`src/rtl/dsp_mac_pkg.sv`:
```
// Shared types and width/limit helpers for the dsp_mac_pipe slice.
package dsp_mac_pkg;

    typedef enum logic [1:0] {
        OP_ADD_ADD = 2'b00,
        OP_ADD_SUB = 2'b01,
        OP_SUB_ADD = 2'b10,
        OP_ACC     = 2'b11
    } opmode_e;

    function automatic int pre_w(input int dw);
        return dw + 1;
    endfunction

    function automatic int prod_w(input int dw);
        return 2 * dw + 1;
    endfunction

    function automatic int acc_w(input int dw, input int guard);
        return 2 * dw + 1 + guard;
    endfunction

    function automatic longint sat_max(input int ow);
        return (longint'(1) <<< (ow - 1)) - 1;
    endfunction

    function automatic longint sat_min(input int ow);
        return -(longint'(1) <<< (ow - 1));
    endfunction

endpackage

```
`src/rtl/dsp_mac_pipe_sat_shift.sv`:
```
// Combinational scale-and-saturate from the AW-bit result to OW bits.
// Round-half-up before the shift when DSP_MAC_ROUND_EN is defined.
module dsp_sat_shift
    import dsp_mac_pkg::*;
#(
    parameter int AW    = 21,
    parameter int OW    = 8,
    parameter int SHIFT = 0
) (
    input  logic signed [AW-1:0] din,
    output logic signed [OW-1:0] dout,
    output logic                 overflow
);

    localparam longint MAX_V = sat_max(OW);
    localparam longint MIN_V = sat_min(OW);

    // One extra bit so the rounding add can never wrap.
    logic signed [AW:0] ext;
    logic signed [AW:0] rnd;
    logic signed [AW:0] shr;
    logic signed [63:0] wide;

    assign ext = {din[AW-1], din};

`ifdef DSP_MAC_ROUND_EN
    if (SHIFT > 0) begin : g_round
        localparam logic [AW:0] HALF = {{AW{1'b0}}, 1'b1} << (SHIFT - 1);
        assign rnd = ext + $signed(HALF);
    end else begin : g_no_round
        assign rnd = ext;
    end
`else
    assign rnd = ext;
`endif

    assign shr  = rnd >>> SHIFT;
    assign wide = 64'(shr);

    always_comb begin
        dout     = shr[OW-1:0];
        overflow = 1'b0;
        if (wide > MAX_V) begin
            dout     = MAX_V[OW-1:0];
            overflow = 1'b1;
        end else if (wide < MIN_V) begin
            dout     = MIN_V[OW-1:0];
            overflow = 1'b1;
        end
    end

endmodule

```
`src/rtl/dsp_mac_pipe.sv`:
```
// 3-stage (A+/-D)*B+/-C and framed multiply-accumulate with valid/ready backpressure.
// Optional round-half-up before scaling: define DSP_MAC_ROUND_EN.
module dsp_mac_pipe
    import dsp_mac_pkg::*;
#(
    parameter int DW    = 8,
    parameter int OW    = 8,
    parameter int SHIFT = 0,
    parameter int GUARD = 4
) (
    input  logic                 clk,
    input  logic                 rst,
    input  logic                 s_tvalid,
    output logic                 s_tready,
    input  logic                 s_tlast,
    input  logic signed [DW-1:0] a,
    input  logic signed [DW-1:0] d,
    input  logic signed [DW-1:0] b,
    input  logic signed [DW-1:0] c,
    input  logic [1:0]           opmode,
    output logic                 m_tvalid,
    input  logic                 m_tready,
    output logic signed [OW-1:0] m_tdata,
    output logic                 m_tlast,
    output logic                 overflow
);

    localparam int PW = pre_w(DW);
    localparam int MW = prod_w(DW);
    localparam int AW = acc_w(DW, GUARD);

    logic en;
    assign en       = !m_tvalid || m_tready;
    assign s_tready = en;

    opmode_e            op_in;
    logic signed [PW-1:0] a_x, d_x;
    assign op_in = opmode_e'(opmode);
    assign a_x   = PW'(a);
    assign d_x   = PW'(d);

    logic                 v1, last1;
    opmode_e              op1;
    logic signed [PW-1:0] pre1;
    logic signed [DW-1:0] b1, c1;

    always_ff @(posedge clk or negedge rst) begin
        if (!rst) begin
            v1    <= 1'b0;
            last1 <= 1'b0;
            op1   <= OP_ADD_ADD;
            pre1  <= '0;
            b1    <= '0;
            c1    <= '0;
        end else if (en) begin
            v1 <= s_tvalid;
            if (s_tvalid) begin
                op1   <= op_in;
                last1 <= s_tlast;
                pre1  <= (op_in == OP_SUB_ADD) ? a_x - d_x : a_x + d_x;
                b1    <= b;
                c1    <= c;
            end
        end
    end

    logic                 v2, last2;
    opmode_e              op2;
    logic signed [MW-1:0] prod2;
    logic signed [DW-1:0] c2;

    always_ff @(posedge clk or negedge rst) begin
        if (!rst) begin
            v2    <= 1'b0;
            last2 <= 1'b0;
            op2   <= OP_ADD_ADD;
            prod2 <= '0;
            c2    <= '0;
        end else if (en) begin
            v2 <= v1;
            if (v1) begin
                op2   <= op1;
                last2 <= last1;
                prod2 <= MW'(pre1) * MW'(b1);
                c2    <= c1;
            end
        end
    end

    logic signed [AW-1:0] acc, prod_x, c_x, base, acc_sum, post, res;
    logic                 frame_open;
    logic                 is_acc, out_v;
    logic signed [OW-1:0] sat_data;
    logic                 sat_ovf;

    assign prod_x  = AW'(prod2);
    assign c_x     = AW'(c2);
    // A closed frame means the next ACC beat starts from zero.
    assign base    = frame_open ? acc : '0;
    assign acc_sum = base + prod_x;
    assign post    = (op2 == OP_ADD_SUB) ? prod_x - c_x : prod_x + c_x;
    assign is_acc  = (op2 == OP_ACC);
    assign res     = is_acc ? acc_sum : post;
    assign out_v   = v2 && (!is_acc || last2);

    dsp_sat_shift #(
        .AW   (AW),
        .OW   (OW),
        .SHIFT(SHIFT)
    ) u_sat (
        .din     (res),
        .dout    (sat_data),
        .overflow(sat_ovf)
    );

    always_ff @(posedge clk or negedge rst) begin
        if (!rst) begin
            m_tvalid   <= 1'b0;
            m_tdata    <= '0;
            m_tlast    <= 1'b0;
            overflow   <= 1'b0;
            acc        <= '0;
            frame_open <= 1'b0;
        end else if (en) begin
            m_tvalid <= out_v;
            if (out_v) begin
                m_tdata  <= sat_data;
                m_tlast  <= is_acc ? 1'b1 : last2;
                overflow <= sat_ovf;
            end
            if (v2 && is_acc) begin
                acc        <= acc_sum;
                frame_open <= !last2;
            end
        end
    end

endmodule

```
`config.mk`:
```
export PLATFORM = sky130hd
export DESIGN_NAME = dsp_mac_pipe
export DESIGN_NICKNAME = d
export VERILOG_FILES = /design/src/rtl/dsp_mac_pkg.sv /design/src/rtl/dsp_mac_pipe_sat_shift.sv /design/src/rtl/dsp_mac_pipe.sv
export SDC_FILE = /design/constraint.sdc
export NUM_CORES = 1
export LEC_CHECK = 0
export BUFFER_PORTS_ARGS = -buffer_cell sky130_fd_sc_hd__clkbuf_2
export CORE_ASPECT_RATIO = 1.5
export CORE_MARGIN = 3
export CORE_UTILIZATION = 40
export DETAILED_ROUTE_END_ITERATION = 8
export PLACE_DENSITY = 0.66
export SKIP_CTS_REPAIR_TIMING = 1
export SYNTH_ARGS = -nofsm -noshare
export SYNTH_HDL_FRONTEND = slang
export SYNTH_SLANG_ARGS = --single-unit
```
`constraint.sdc`:
```
create_clock -name clk -period 6.2 [get_ports clk]
set_input_delay 0.31 -clock clk [delete_from_list [all_inputs] [get_ports clk]]
set_output_delay 0.31 -clock clk [all_outputs]
set_load 0.05 [all_outputs]
```
==> flow_summary.ini <==
[setup_path]
cp-start-kind = flip-flop
arrival_ps = 5020
cp_data_required_time_ps = 6420
crit_type = reg -> reg
crit_chain = and2_1, fa_1, inv_1, fa_1, fa_1, fa_1, inv_1, ha_1, nor2b_1, o21ai_0, a21oi_1, o21ai_0, nand2b_1, a21oi_1, o21ai_0, o41ai_1, xnor2_1, o21ai_0
crit_fanout = 10
cpLargestDelayFamily = adder cells
critPathMaxStageDelay_ps = 550
cp_slowest_cell = fa_1
crit_buf_inv = 2
endpoint_kind = flip-flop

[layout]
area_delta_synth_final_pct = 9.06
n_fill_cell = 2169
fin_cells = 1297
nets = 1203
drive_above_1_share = 0.130
num_antenna_cells = 0
multi_input_area_sq_um = 6340
layout.area.seq_sq_um = 2280

[global_route]
grt_pass1_wl_um = 33300
grt_antenna_before_repair = 0
busiest_layer = met2
grt_use_total = 0.165
grtUsageMet1 = 0.194
grt_overflow = 0
grt_util_met3 = 0.0188
grt_pass1_vias = 7136
met2_usage = 0.308
grt_max_degree = 68

[timing]
fin_crit_sh = 0.773
setup_tns_ps = 0
rsz0062_at_grt = false
layout_min_cycle_time_ps = 4790
worstMarginPinSlew_ps = 856
fin_ws_ps = 1410
slew_violations = 0
final-hold-violation-count = 0
clock.fmax_ghz = 0.209
skew_ps = 7.11
max_slew_margin = 0.428
finalSetupViolations = 0

[worst_hold_path]
hold_path_class = in -> reg

[route]
firstDrtPassIters = 5
avgViaCountPerCell = 5.28
drt_iter0_markers = 224
vias = 6853
route.detailed.drc = 0
finalWirelength_um = 19300
wire_per_inst_um = 14.9
ant_nets = 0

[synthesis]
avgSynthCellArea_sq_um = 9.23
netlist_instances = 983
synthesis.area_sq_um = 9080
synth-edff-count = 0
synth_top_flop_cell = dfrtp_1
synthesis.nets = 1166
ys_seq_area_frac = 0.251
ys_types = 70
ys_warn_count = 0
ys_ff_latch = 91
ys_async_sr_fraction = 1.00

[placement]
post-place-ws_ps = 1370
gp_congestion = 0.891
io_buffer_count = 50
dp_cells = 1280
dp_hpwl_um = 15700

[floorplanning]
rows = 66
coreArea_sq_um = 22000
die_w_um = 129
start_util = 0.413
num_io_pins = 51
die_height_um = 190
die_area_sq_um = 24600

[flow_run]
drv_cap = 0

[outcome]
status = complete, no violations

[clock_network]
htreeDepth = 3
ctsLongestPathBuffers = 2
clkLatencyLatePin_ps = 360
cts_tree = done
root_buffer = clkbuf_16
cts_buffers = 9
clock_sinks = 91
cts.clk_slew.worst_paths_ps = 80
layout by cell type, fill, tap and decap left out, drive strengths merged, types with 7 or more instances in the layout:
cell type  instances
nand2b            16
dfrtp             91
mux2              42
o21a               7
nor3               8
a21o              23
inv               94
buf                7
ha                80
o31ai              8
nand3             10
nor2              50
a211oi             9
o211ai             7
xnor2             45
and3              10
xor2              17
and2              65
nand2            103
clkbuf            58
fa                64
o21ai             65
a21oi             64
a31oi              7
synthesized netlist by cell type, drive strengths merged, types with 10 or more instances:
| cell type | count | area share |
|---|---|---|
| nand2 | 103 | 0.043 |
| xor2 | 17 | 0.016 |
| ha | 80 | 0.11 |
| inv | 89 | 0.037 |
| mux2 | 42 | 0.053 |
| a21oi | 64 | 0.037 |
| nand2b | 16 | 0.011 |
| clkbuf | 28 | 0.012 |
| fa | 64 | 0.14 |
| dfrtp | 91 | 0.25 |
| xnor2 | 45 | 0.043 |
| and3 | 10 | 0.0069 |
| nand3 | 10 | 0.0055 |
| and2 | 65 | 0.045 |
| nor2 | 50 | 0.021 |
| o21ai | 65 | 0.037 |
| a21o | 23 | 0.019 |
layer usage:
layer / routed length [um] / part of all wire
met4: 356 / 0.018
met2: 10500 / 0.54
met1: 8120 / 0.42
met5: 0 / 0
met3: 387 / 0.020
logic make-up (layout without fill, tap and decap cells):
group | count (synthesis) | after routing | synth area share
and+or+nand+nor | 295 | 295 | 0.164
AOI/OAI and AO/OA | 225 | 225 | 0.166
adders and majority gates | 144 | 144 | 0.251
buffers and inverters | 120 | 162 | 0.0506
DFF | 91 | 91 | 0.251
xor gates and xnor gates | 62 | 62 | 0.0598
muxes | 46 | 46 | 0.0569
area by class of cell:
| type | instances | area share |
|---|---|---|
| sequential | 91 | 0.230 |
| tap | 272 | 0.0344 |
| clock buffer | 9 | 0.0228 |
| clock inverter | 7 | 0.00746 |
| inverter | 89 | 0.0338 |
| timing repair buffer | 57 | 0.0311 |
| multi-input combinational | 772 | 0.641 |
worst register-to-register path: cells and delay by family (launching register included):
family / cells / cell delay [ps]
flops: 1 / 480
buf+inv: 2 / 130
fa+ha+maj: 5 / 2160
compound gates: 7 / 1280
xor+xnor: 1 / 160
simple gates: 3 / 440
path summary, 6_finish.rpt:
check | startpoint | to | slack (ps) | cells past startpoint
setup / recovery | b1[4] | prod2[16] | 1410 | 18
hold / removal | c[5] | c1[5] | 180 | 2
setup reg to reg | b1[4] | prod2[16] | 1410 | 18
hold reg to reg | acc[18] | acc[18] | 480 | 2
max in group asynchronous | rst | pre1[3] | 4670 | 3
min in group asynchronous | rst | m_tdata[0] | 390 | 2
registers in the layout (all words and copies together), names as in the netlist:
register / cells
op1: 2
last1: 1
b1: 8
prod2: 17
m_tdata: 8
last2: 1
pre1: 9
op2: 2
acc: 21
m_tlast: 1
c1: 8
m_tvalid: 1
frame_open: 1
overflow: 1
c2: 8
v2: 1
v1: 1
through the flow:
step / util / area, sq um / hold WS [ps]
after CTS: 0.450 / 9890 / -152
after detailed placement: 0.437 / 9590 / 240
final: 0.451 / 9900 / 178
after global placement: 0.437 / 9590 / 235
after global routing: 0.451 / 9900 / 170
after floorplan: - / 9080 / 14.4
Power is not shown: default switching activity piles up to over one toggle a cycle in this logic, so the estimate is an artifact.
